===== config.mk =====
export PLATFORM = sky130hd
export DESIGN_NAME = coherence_mem_interface
export DESIGN_NICKNAME = d
export VERILOG_FILES = /design/src/rtl/coherence_mem_interface.sv
export SDC_FILE = /design/constraint.sdc
export NUM_CORES = 1
export LEC_CHECK = 0
export CORE_UTILIZATION = 54
export CTS_CLUSTER_SIZE = 12
export DETAILED_ROUTE_END_ITERATION = 10
export MAX_ROUTING_LAYER = met4
export PLACE_DENSITY = 0.86
export SYNTH_ARGS = -nofsm -noshare
export SYNTH_HDL_FRONTEND = slang
export SYNTH_SLANG_ARGS = --single-unit

===== constraint.sdc =====
create_clock -name clock -period 3.8 [get_ports clock]
set_clock_uncertainty 0.15 [all_clocks]
set_input_delay 0.76 -clock clock [delete_from_list [all_inputs] [get_ports clock]]
set_output_delay 0.76 -clock clock [all_outputs]
set_load 0.02 [all_outputs]

===== src/rtl/coherence_mem_interface.sv =====
// Memory-port agent on the coherence bus: latches a memory request, runs a word-serial
// burst to lower memory, then returns the completion message and response line.
module coherence_mem_interface #(
    parameter int MSG_BITS    = 4,
    parameter int ADDR_WIDTH  = 32,
    parameter int DATA_WIDTH  = 32,
    parameter int CACHE_WORDS = 4
) (
    input  logic                              clock,
    input  logic                              reset,
    input  logic                              req_ready,
    input  logic [MSG_BITS-1:0]               bus_msg,
    input  logic [ADDR_WIDTH-1:0]             bus_address,
    input  logic [DATA_WIDTH*CACHE_WORDS-1:0] bus_data,
    input  logic                              bus_shared,
    output logic [MSG_BITS-1:0]               mem2controller_msg,
    output logic [MSG_BITS-1:0]               mem_bus_msg,
    output logic [ADDR_WIDTH-1:0]             mem_bus_address,
    output logic [DATA_WIDTH*CACHE_WORDS-1:0] mem_bus_data,
    output logic                              mem_req_valid,
    output logic                              mem_req_write,
    output logic [ADDR_WIDTH-1:0]             mem_req_addr,
    output logic [DATA_WIDTH-1:0]             mem_req_data,
    input  logic                              mem_req_ready,
    input  logic                              mem_resp_valid,
    input  logic [DATA_WIDTH-1:0]             mem_resp_data
);

    localparam int OFF = $clog2(CACHE_WORDS);
    localparam int BW  = OFF + 1;
    localparam int LW  = DATA_WIDTH * CACHE_WORDS;

    localparam logic [MSG_BITS-1:0] NO_REQ     = MSG_BITS'(0);
    localparam logic [MSG_BITS-1:0] R_REQ      = MSG_BITS'(1);
    localparam logic [MSG_BITS-1:0] RFO_BCAST  = MSG_BITS'(2);
    localparam logic [MSG_BITS-1:0] WB_REQ     = MSG_BITS'(3);
    localparam logic [MSG_BITS-1:0] FLUSH      = MSG_BITS'(5);
    localparam logic [MSG_BITS-1:0] FLUSH_S    = MSG_BITS'(6);
    localparam logic [MSG_BITS-1:0] MEM_RESP   = MSG_BITS'(7);
    localparam logic [MSG_BITS-1:0] MEM_RESP_S = MSG_BITS'(8);
    localparam logic [MSG_BITS-1:0] C_WB       = MSG_BITS'(11);
    localparam logic [MSG_BITS-1:0] C_FLUSH    = MSG_BITS'(12);
    localparam logic [MSG_BITS-1:0] MEM_C_RESP = MSG_BITS'(13);

    localparam logic [BW-1:0]         BEAT_LAST = BW'(CACHE_WORDS - 1);
    localparam logic [BW-1:0]         BEAT_SAT  = BW'(CACHE_WORDS);
    localparam logic [ADDR_WIDTH-1:0] OFF_MASK  = ADDR_WIDTH'(CACHE_WORDS - 1);

    typedef enum logic [2:0] {
        IDLE, WR_BURST, WR_ACK, RD_ADDR, RD_BEATS, RESPOND
    } state_t;

    state_t                r_state;
    logic                  r_req_ready_q;
    logic [MSG_BITS-1:0]   r_msg;
    logic [ADDR_WIDTH-1:0] r_base;
    logic [LW-1:0]         r_line;
    logic                  r_shared;
    logic [BW-1:0]         r_beat;

    logic                  w_edge;
    logic                  w_is_write;
    logic                  w_is_read;
    logic [BW-1:0]         w_beat_nxt;
    logic                  w_last;
    logic [MSG_BITS-1:0]   w_resp;

    assign w_edge     = req_ready & ~r_req_ready_q;
    assign w_is_write = (bus_msg == WB_REQ) || (bus_msg == FLUSH) || (bus_msg == FLUSH_S) ||
                        (bus_msg == C_WB) || (bus_msg == C_FLUSH);
    assign w_is_read  = (bus_msg == R_REQ) || (bus_msg == RFO_BCAST);
    assign w_beat_nxt = (r_beat == BEAT_SAT) ? r_beat : r_beat + BW'(1);
    assign w_last     = (r_beat == BEAT_LAST);

    always_comb begin
        w_resp = MEM_RESP;
        if ((r_msg == C_WB) || (r_msg == C_FLUSH)) begin
            w_resp = MEM_C_RESP;
        end else if ((r_msg == R_REQ) && r_shared) begin
            w_resp = MEM_RESP_S;
        end
    end

    always_ff @(posedge clock) begin
        if (reset) begin
            r_state            <= IDLE;
            r_req_ready_q      <= 1'b0;
            r_msg              <= NO_REQ;
            r_base             <= '0;
            r_line             <= '0;
            r_shared           <= 1'b0;
            r_beat             <= '0;
            mem2controller_msg <= NO_REQ;
            mem_bus_msg        <= NO_REQ;
            mem_bus_address    <= '0;
            mem_bus_data       <= '0;
            mem_req_valid      <= 1'b0;
            mem_req_write      <= 1'b0;
            mem_req_addr       <= '0;
            mem_req_data       <= '0;
        end else begin
            r_req_ready_q      <= req_ready;
            mem2controller_msg <= NO_REQ;
            case (r_state)
                IDLE: begin
                    if (w_edge && (w_is_write || w_is_read)) begin
                        r_msg         <= bus_msg;
                        r_base        <= bus_address & ~OFF_MASK;
                        r_line        <= bus_data;
                        r_shared      <= bus_shared;
                        r_beat        <= '0;
                        mem_bus_msg   <= NO_REQ;
                        mem_req_valid <= 1'b1;
                        mem_req_addr  <= bus_address & ~OFF_MASK;
                        if (w_is_write) begin
                            r_state       <= WR_BURST;
                            mem_req_write <= 1'b1;
                            mem_req_data  <= bus_data[DATA_WIDTH-1:0];
                        end else begin
                            r_state       <= RD_ADDR;
                            mem_req_write <= 1'b0;
                            mem_req_data  <= '0;
                        end
                    end
                end
                WR_BURST: begin
                    if (mem_req_ready) begin
                        if (w_last) begin
                            mem_req_valid <= 1'b0;
                            mem_req_write <= 1'b0;
                            r_state       <= WR_ACK;
                        end else begin
                            // Present the next beat straight away so the bus sees no bubble.
                            r_beat       <= w_beat_nxt;
                            mem_req_addr <= r_base | ADDR_WIDTH'(w_beat_nxt[OFF-1:0]);
                            mem_req_data <= r_line[int'(w_beat_nxt[OFF-1:0]) * DATA_WIDTH +: DATA_WIDTH];
                        end
                    end
                end
                WR_ACK: begin
                    if (mem_resp_valid) begin
                        r_state <= RESPOND;
                    end
                end
                RD_ADDR: begin
                    if (mem_req_ready) begin
                        mem_req_valid <= 1'b0;
                        r_beat        <= '0;
                        r_state       <= RD_BEATS;
                    end
                end
                RD_BEATS: begin
                    if (mem_resp_valid && (r_beat != BEAT_SAT)) begin
                        r_line[int'(r_beat[OFF-1:0]) * DATA_WIDTH +: DATA_WIDTH] <= mem_resp_data;
                        r_beat <= w_beat_nxt;
                        if (w_last) begin
                            r_state <= RESPOND;
                        end
                    end
                end
                RESPOND: begin
                    mem2controller_msg <= w_resp;
                    mem_bus_msg        <= w_resp;
                    mem_bus_address    <= r_base;
                    mem_bus_data       <= r_line;
                    r_state            <= IDLE;
                end
                default: r_state <= IDLE;
            endcase
        end
    end

endmodule


==> results by group <==
Synthesis
  • Post-synth top cells: nand2_1, dfxtp_1, a21oi_1, clkbuf_1, o21ai_0
  • Xor-xnor portion of the synthesized cell area: 0.09967%
  • Syn Area/Cell: 8.058 um2
  • Yosys warns: 0
  • Count leader, synth: nand2_1
  • Yosys reg bits: 400
  • Adder-cell area share of the yosys netlist: 0.3560%
  • Post-synth top flop: dfxtp_1
  • Register area share after synthesis: 45.56%
  • Post-synth cell types: 53
  • Largest family of logic cells by synthesized area: compound AO/OA/AOI/OAI gates
  • Cell taking the most area after synthesis: dfxtp_1
  • Post-Synthesis Cell Area: 0.01757 mm2
  • Simple-gate portion of the synthesized area: 13.85%
  • Synth Area in Compound Gates: 31.02%
  • Synth Instances: 2181
  • Mux cell area share after synthesis: 1.936%
  • Post-synth top area share: 45.56%
  • Synth area leaders: dfxtp_1, nand2_1, a21oi_1, o211ai_1, o21a_1
  • Ys async rst share: 0%
  • Number of synthesized flops with an enable pin: 0

Route
  • WL per Instance: 22.04 um
  • DR DRC count: 0
  • Detailed Route WL: 64830 um
  • Drt first pass iters: 6
  • Routed via count: 18510
  • Vias per cell: 6.293
  • Initial drt markers: 2278
  • Antenna Nets Post-Route: 0

Pwr
  • Clock share of power: 31.2%
  • Internal power: 8.494 mW
  • Comb power frac: 28.8%
  • NetSw: 4.419 mW
  • Worst VDD drop: 0.0003811 V
  • Cell Pwr Density: 552.7 mW/mm2
  • Net Sw Frac: 34.22%
  • Power Total: 12.91 mW
  • Seq pwr share: 40.0%
  • Leak Pwr: 7.821 nW

Worst setup path
  • Reg-to-Reg End: mem_req_data[27]
  • CP Cell Sequence: inv_1 > ha_2 > nand3b_1 > and3b_2 > a221o_1 > a221oi_1 > nor3_1
  • Kind of cell adding the most delay to the critical path: simple AND/OR/NAND/NOR gates
  • Crit-path slowest cell: and3b_2
  • Worst-path fanout max: 32
  • Worst path depth: 7
  • Crit. Startpoint: r_beat[0]
  • WS Path Type: reg2reg
  • Critical Path AT: 3.61 ns
  • Flop-to-flop setup slack: 0.40 ns
  • CP bufs+invs: 1
  • Endpoint class of the critical path: flip-flop
  • Reg2reg start: r_beat[0]
  • Max incr delay on CP: 0.76 ns
  • Worst reg-to-reg path cell count: 7
  • Capture point of the worst path: mem_req_data[27]
  • Worst Path Required: 4.01 ns
  • Critical path launch point type: flip-flop

Final layout
  • Final nets: 2680
  • Share of cells above drive strength 1: 5.694%
  • Fill cells: 2312
  • Final Core Density: 73.48%
  • Area of the multi-input gates: 0.008411 mm2
  • Reg area: 0.008008 mm2
  • Area delta synth->final: 32.95%

GRT
  • Largest net degree at the start of global routing: 148
  • Number of global-route vias before repair: 18160
  • GRT Overall Usage: 38.86%
  • First-pass GRT wire length: 99190 um
  • Total grt overflow: 0
  • Antenna violations before repair: 12

Timing
  • Setup TNS: 0 ns
  • Final Slew Violations: 0
  • RSZ-0062 raised after global routing: no
  • Final hold vios: 0
  • Post-layout min period: 3.401 ns
  • Rel. slew slack: 12.46%
  • Slew @ Worst Pin: 1.308 ns
  • F_max: 0.2940 GHz
  • Final setup fails: 0
  • Fin crit share: 89.50%

Clock tree
  • Clk pin slew, worst setup/hold paths: 0.06 ns
  • CTS tree: done
  • CTS max path bufs: 3
  • CTS H-tree depth: 2
  • CTS Sinks: 400
  • Post-CTS Setup Repair Bufs: 0
  • Post-cts hold buffer count: 0
  • Post_cts resized: 0
  • Clock Tree Root: clkbuf_16
  • Num CTS Buffers: 42
  • Worst skew pair latency: 0.54 ns

Place
  • PortBufs: 431
  • GPL Wtd Cong: 0.9008
  • Detailed placer's ending HPWL: 40020 um

Floorplanning
  • Io pins: 436
  • Core Area: 0.03180 mm2
  • Initial Utilization: 55.27%
  • Die width: 182.4 um
  • Num rows: 65
  • Die height: 182.4 um
  • Full die area: 0.03327 mm2

Worst hold path
  • HP Start: mem_bus_data[124]
  • Worst Hold Class: reg2reg

Status
  • Status: finished, final reports clean

Job
  • Maxcap violations: 0
## registers in the layout, summed over array words and instances, names as in the netlist
| signal | count |
|---|---|
| mem_bus_data | 128 |
| r_line | 128 |
| mem_req_addr | 32 |
| mem_req_data | 32 |
| mem_bus_address | 30 |
| r_base | 30 |
| r_msg | 4 |
| mem2controller_msg | 3 |
| mem_bus_msg | 3 |
| r_beat | 3 |
| r_state | 3 |
| mem_req_valid | 1 |
| mem_req_write | 1 |
| r_req_ready_q | 1 |
| r_shared | 1 |
## kinds of logic after synthesis
logic type	count (synthesis)
XOR/XNOR	2
AO/OA/AOI/OAI	837
adder cells (fa/ha/maj)	5
multiplexers	34
buffers and inverters	295
other	1
AND/OR/NAND/NOR	607
flip-flops	400
## routing by layer
metal	track usage (%)	part of all wire, %	vias up
met5	-	0	-
met1	45.82	37	8677
met4	22.52	5.7	0
met3	9.020	11	275
met2	60.83	46	1290
li1	-	-	8265
## power groups by stage
| stage | clock network [mW] | registers (mW) | logic, mW |
|---|---|---|---|
| 2_1_floorplan | 0 | 5.30 | 2.08 |
| 3_3_place_gp | 0 | 5.21 | 3.50 |
| 3_5_place_dp | 0 | 5.23 | 3.59 |
| 4_1_cts | 4.03 | 5.14 | 3.62 |
| 5_1_grt | 4.23 | 5.22 | 3.92 |
| 6_report | 4.03 | 5.17 | 3.72 |
## worst register-to-register path, delay by kind of cell (launching register included)
family,cells,cell delay [ns]
buffers and inverters,1,0.17
adder cells (fa/ha/maj),1,0.39
AND/OR/NAND/NOR,3,1.32
flip-flops,1,0.42
AO/OA/AOI/OAI,2,0.80
## worst min-delay path by stage
stage,endpoint,slack (ns),depth (start not counted)
3_3_place_gp,mem_bus_address[11],0.29,2
4_1_cts,mem_bus_data[124],0.30,2
6_report,mem_bus_data[124],0.30,2
2_1_floorplan,r_shared,0.28,2
5_1_grt,mem_bus_data[74],0.32,2
3_5_place_dp,mem_bus_data[124],0.30,2
## per-stage QoR
step                cells  area, um2  worst slack (ns)  hold slack, ns
floorplan            2182      17580             1.411          0.2823
global placement     2864      22020            0.5868          0.2918
detailed placement   2864      22020            0.5092          0.2963
CTS                  2929      23330            0.5184          0.3041
global route         2941      23360            0.2742          0.3240
finish               2941      23360            0.3991          0.3032
## layout by cell type, fill, tap and decap left out, types with 17 or more instances in the layout
master           instances
clkdlybuf4s50_1        430
nor3_1                  40
o21a_1                  96
a221oi_2                17
dfxtp_1                400
a311oi_1                31
buf_4                   26
a221o_1                 32
nand2_1                460
nor2_1                  72
o21ai_0                131
a21oi_1                330
a221oi_1                47
inv_1                   71
clkbuf_16               43
o211ai_1               130
mux2i_1                 34
## layout make-up
type / count / area share, %
timing repair buffer: 471 / 20.52
clock inverter: 7 / 0.3802
tap: 435 / 2.329
sequential: 400 / 34.27
clock buffer: 58 / 5.232
multi-input combinational: 1487 / 36.00
inverter: 71 / 1.141
antenna: 12 / 0.1285
No activity file was read; power rests on OpenSTA's default activity.
